**src/rtl/sw_led_ctrl.sv**
```systemverilog
// Switch-driven LED controller: synchronizes and debounces SW0, turns each accepted
// press into a one-cycle PRESS pulse, and steps an OFF -> ON -> BLINK mode cycle.
module sw_led_ctrl #(
  parameter int DEB_CYCLES = 16,
  parameter int BLINK_HALF = 8
) (
  input  logic       CLK,
  input  logic       RST_N,
  input  logic       SW0,
  output logic       LED0,
  output logic [1:0] MODE,
  output logic       PRESS
);

  localparam int DW = $clog2(DEB_CYCLES);
  localparam int BW = $clog2(BLINK_HALF);

  localparam logic [1:0] ST_OFF   = 2'b00;
  localparam logic [1:0] ST_ON    = 2'b01;
  localparam logic [1:0] ST_BLINK = 2'b10;

  localparam logic [DW-1:0] DEB_LAST   = DW'(DEB_CYCLES - 1);
  localparam logic [BW-1:0] BLINK_LAST = BW'(BLINK_HALF - 1);

  logic [1:0]    sync_reg;
  logic          sw_s;
  logic          sw_db;
  logic [DW-1:0] deb_cnt_reg;
  logic          accept;
  logic          press_reg;
  logic [1:0]    mode_reg;
  logic [1:0]    mode_next;
  logic [BW-1:0] blink_cnt_reg;
  logic          phase_reg;

  // Two-flop synchronizer; sync_reg[1] is the only consumer-visible copy of SW0.
  always_ff @(posedge CLK or negedge RST_N) begin
    if (!RST_N) begin
      sync_reg <= 2'b00;
    end else begin
      sync_reg <= {sync_reg[0], SW0};
    end
  end

  assign sw_s   = sync_reg[1];
  assign accept = (sw_s != sw_db) && (deb_cnt_reg == DEB_LAST);

  always_ff @(posedge CLK or negedge RST_N) begin
    if (!RST_N) begin
      sw_db       <= 1'b0;
      deb_cnt_reg <= '0;
      press_reg   <= 1'b0;
    end else begin
      press_reg <= accept & sw_s;
      if (sw_s == sw_db) begin
        deb_cnt_reg <= '0;
      end else if (accept) begin
        sw_db       <= sw_s;
        deb_cnt_reg <= '0;
      end else begin
        deb_cnt_reg <= deb_cnt_reg + 1'b1;
      end
    end
  end

  always_comb begin
    mode_next = mode_reg;
    case (mode_reg)
      ST_OFF:   if (press_reg) mode_next = ST_ON;
      ST_ON:    if (press_reg) mode_next = ST_BLINK;
      ST_BLINK: if (press_reg) mode_next = ST_OFF;
      default:  mode_next = ST_OFF;
    endcase
  end

  always_ff @(posedge CLK or negedge RST_N) begin
    if (!RST_N) begin
      mode_reg <= ST_OFF;
    end else begin
      mode_reg <= mode_next;
    end
  end

  // Blink timer starts lit on entry and is parked at zero in every other mode.
  always_ff @(posedge CLK or negedge RST_N) begin
    if (!RST_N) begin
      blink_cnt_reg <= '0;
      phase_reg     <= 1'b0;
    end else if (mode_next == ST_BLINK) begin
      if (mode_reg != ST_BLINK) begin
        blink_cnt_reg <= '0;
        phase_reg     <= 1'b1;
      end else if (blink_cnt_reg == BLINK_LAST) begin
        blink_cnt_reg <= '0;
        phase_reg     <= ~phase_reg;
      end else begin
        blink_cnt_reg <= blink_cnt_reg + 1'b1;
      end
    end else begin
      blink_cnt_reg <= '0;
      phase_reg     <= 1'b0;
    end
  end

  always_comb begin
    LED0 = 1'b0;
    case (mode_reg)
      ST_ON:    LED0 = 1'b1;
      ST_BLINK: LED0 = phase_reg;
      default:  LED0 = 1'b0;
    endcase
  end

  assign MODE  = mode_reg;
  assign PRESS = press_reg;

endmodule

```
**config.mk**
```make
export PLATFORM = sky130hd
export DESIGN_NAME = sw_led_ctrl
export DESIGN_NICKNAME = d
export VERILOG_FILES = /design/src/rtl/sw_led_ctrl.sv
export SDC_FILE = /design/constraint.sdc
export NUM_CORES = 1
export LEC_CHECK = 0
export CELL_PAD_IN_SITES_DETAIL_PLACEMENT = 0
export CELL_PAD_IN_SITES_GLOBAL_PLACEMENT = 1
export CORE_MARGIN = 1
export CORE_UTILIZATION = 42
export DETAILED_ROUTE_END_ITERATION = 6
export GPL_TIMING_DRIVEN = 0
export PLACE_DENSITY = 0.84
export SYNTH_ARGS = -nofsm -noshare
export SYNTH_HDL_FRONTEND = slang
export SYNTH_SLANG_ARGS = --single-unit
export TNS_END_PERCENT = 50
```
**constraint.sdc**
```tcl
create_clock -name CLK -period 1.65 [get_ports CLK]
set_input_delay 0.2475 -clock CLK [delete_from_list [all_inputs] [get_ports CLK]]
set_output_delay 0.2475 -clock CLK [all_outputs]
set_load 0.03 [all_outputs]
```
==> results.yml <==
sta:
  timing.hold.ws_ns: 0.3549
  fin_crit_sh: 0.9513
  period_needed_ns: 1.570
  hold_violations: 0
  setup_viol: 0
  max_freq_mhz: 637.1
  worst_pin_slew_ns: 0.6016
  rsz0062_at_grt: "true"
  maxSlewViolCount: 0
  setup_slack_ns: 0.08034
  slew_headroom: 0.5977
  clock_skew_ns: 0.005848
place:
  port_buffers: 6
  pre_cts_slack_ns: -0.1911
  hpwl_um: 693.7
  gp_routability_congestion: 0.6912
clock_tree:
  cts_tree: "built"
  worst_skew_pair.late_latency_ns: 0.27
  cts_max_path_buffers: 2
  clock-root-buffer: "clkbuf_4"
  cts_buffers: 3
  clkSinkCount: 14
  path_clk_slew_ns: 0.08
  htreeDepth: 1
logic_synthesis:
  yosysWarnings: 0
  yosysMostFrequentCell: "dfrtp_1"
  yosysSeqAreaShare: 0.5364
  ys.flop_type: "dfrtp_1"
  syn-num-nets: 61
  yosys-top-cells-count: "14 x dfrtp_1, 7 x ha_1, 3 x inv_1, 3 x nor2_1, 3 x xnor2_1"
  synthCells: 51
  syn_area_um2: 653.1
  synthDistinctLibCells: 22
  synth-edff-count: 0
  ys_async_sr_fraction: 1.000
  yosysTopAreaCell: "dfrtp_1"
  synth.top_cell.area_share: 0.5364
  avgSynthCellArea_um2: 12.81
  ys_top_cells_by_area: "dfrtp_1 54%, ha_1 13%, xnor2_1 4.0%"
  ys_ff_latch: 14
route:
  postRouteAntennaNets: 0
  top_layer_used: "met4"
  wl_met1_um: 455
  drt_iter0_drc: 1
  drc: 0
  via_per_inst: 5.289
  dr_wl_met2_um: 401
  vias: 402
  wire_per_inst_um: 11.72
  wl_um: 891
  drtPass1Iterations: 2
  met3_wirelength_um: 28
pwr:
  vdd_drop_max_mv: 0.4048
  fin_total_pwr_uw: 562.6
  p_sw_frac: 0.2026
  pwr_density_cell_mw_per_mm2: 711.5
  power.switching_uw: 114.0
  p_leak_nw: 0.4067
  p_clk_frac: 0.316
  pwr-share-seq: 0.638
  p_comb_frac: 0.046
  internal_power_uw: 448.6
die:
  die_w_um: 41.44
  io_pins: 7
  dieArea_mm2: 0.001717
  core_mm2: 0.001366
  die_y_um: 41.44
  initial_core_util: 0.4780
  rows: 13
global_route:
  antenna_found_initial: 0
  grt_util_all_layers: 0.1224
  grt_pass1_wl_um: 1656
  overflow: 0
  grt_start_max_net_pins: 15
  grt_pass1_vias: 390
setup_path:
  path_buf_inv: 2
  reg2reg_from: "MODE[0]$_DFF_PN0_"
  critPathLaunch: "MODE[0]$_DFF_PN0_"
  r2r_setup_slack_ns: 0.14
  end_kind: "primary output"
  r2r-end: "blink_cnt_reg[0]$_DFF_PN0_"
  reg2reg_depth: 5
  critPathTopFamily: "flip-flops"
  cp_data_arrival_time_ns: 1.32
  required_ns: 1.40
  slowest_delay_ns: 0.43
  cp_max_fo: 5
  worstSetupStartpointType: "flip-flop"
  worstSetupPathType: "flip-flop to primary output"
  critPathSlowestCell: "dfrtp_2"
  crit_path_cell_trace: "inv_2 > ha_1 > nor2b_1 > buf_4"
cells_and_area:
  area_growth_pct: 21.07
  nFillCells: 116
  largest_reg_flops: 4
  antenna_cells: 0
  drive_gt1_frac: 0.2623
  nets: 73
status:
  status: "finished clean"
min_path:
  hold_path_class: "input pin to asynchronous set/reset pin"
run:
  maxCapViolCount: 0
## power by group through the flow
stage                     Combinational [mW]  Clock [mW]  Sequential, mW
after floorplan                       0.0134           0           0.364
final                                 0.0260       0.178           0.359
after global placement                0.0265           0           0.365
after detailed placement              0.0264           0           0.366
after CTS                             0.0267       0.182           0.359
after global routing                  0.0314       0.196           0.360
## logic make-up after synthesis
kind of cell             share of synthesized area
flip-flops                                  0.5364
AND/OR/NAND/NOR                             0.1130
AO/OA/AOI/OAI                               0.1265
adder cells (fa/ha/maj)                     0.1341
XOR/XNOR                                   0.04024
buffers and inverters                      0.01724
multiplexers                               0.03257
## metal layers
metal | track usage | up-vias
met5 | 0 | -
met4 | 0.05806 | 0
met3 | 0.02609 | 2
met2 | 0.1781 | 6
met1 | 0.1733 | 190
li1 | - | 204
## cell usage in the layout, fill, tap and decap left out, types with 3 or more instances in the layout
master	instances
ha_1	5
xnor2_1	3
clkbuf_4	3
dfrtp_1	12
nor2_1	3
## how the worst max path moves through the flow
stage	to	slack [ns]	cells after the start
finish	LED0	0.08	4
global route	LED0	-0.02	4
CTS	LED0	0.002	5
detailed placement	LED0	-0.19	5
global placement	LED0	-0.20	5
floorplan	LED0	0.02	3
## metrics by stage
| step | cells | instance area, um^2 | utilization | TNS [ns] |
|---|---|---|---|---|
| after global placement | 72 | 732.0 | 0.5357 | -0.1955 |
| final | 76 | 790.8 | 0.5788 | 0 |
| after global routing | 76 | 790.8 | 0.5788 | -0.01794 |
| after CTS | 76 | 755.7 | 0.5531 | 0 |
| after floorplan | 51 | 653.1 | - | 0 |
| after detailed placement | 72 | 732.0 | 0.5357 | -0.1911 |
## what timing repair did
item | in CTS | in global routing
resized for setup | 6 | 12
hold buffers | 0 | 0
endpoints found under the setup margin | 2 | 3
cloned | 0 | 0
buffers inserted | 1 | 0
## final cells by class
cell class	count	area [um^2]	area share
Clock buffer	3	22.52	0.02848
Inverter	3	11.26	0.01424
Multi-Input combinational cell	34	316.6	0.4003
Sequential cell	14	352.8	0.4462
Tap cell	15	18.77	0.02373
Timing Repair Buffer	7	68.82	0.08703
Power figures use the tool's default switching activity.
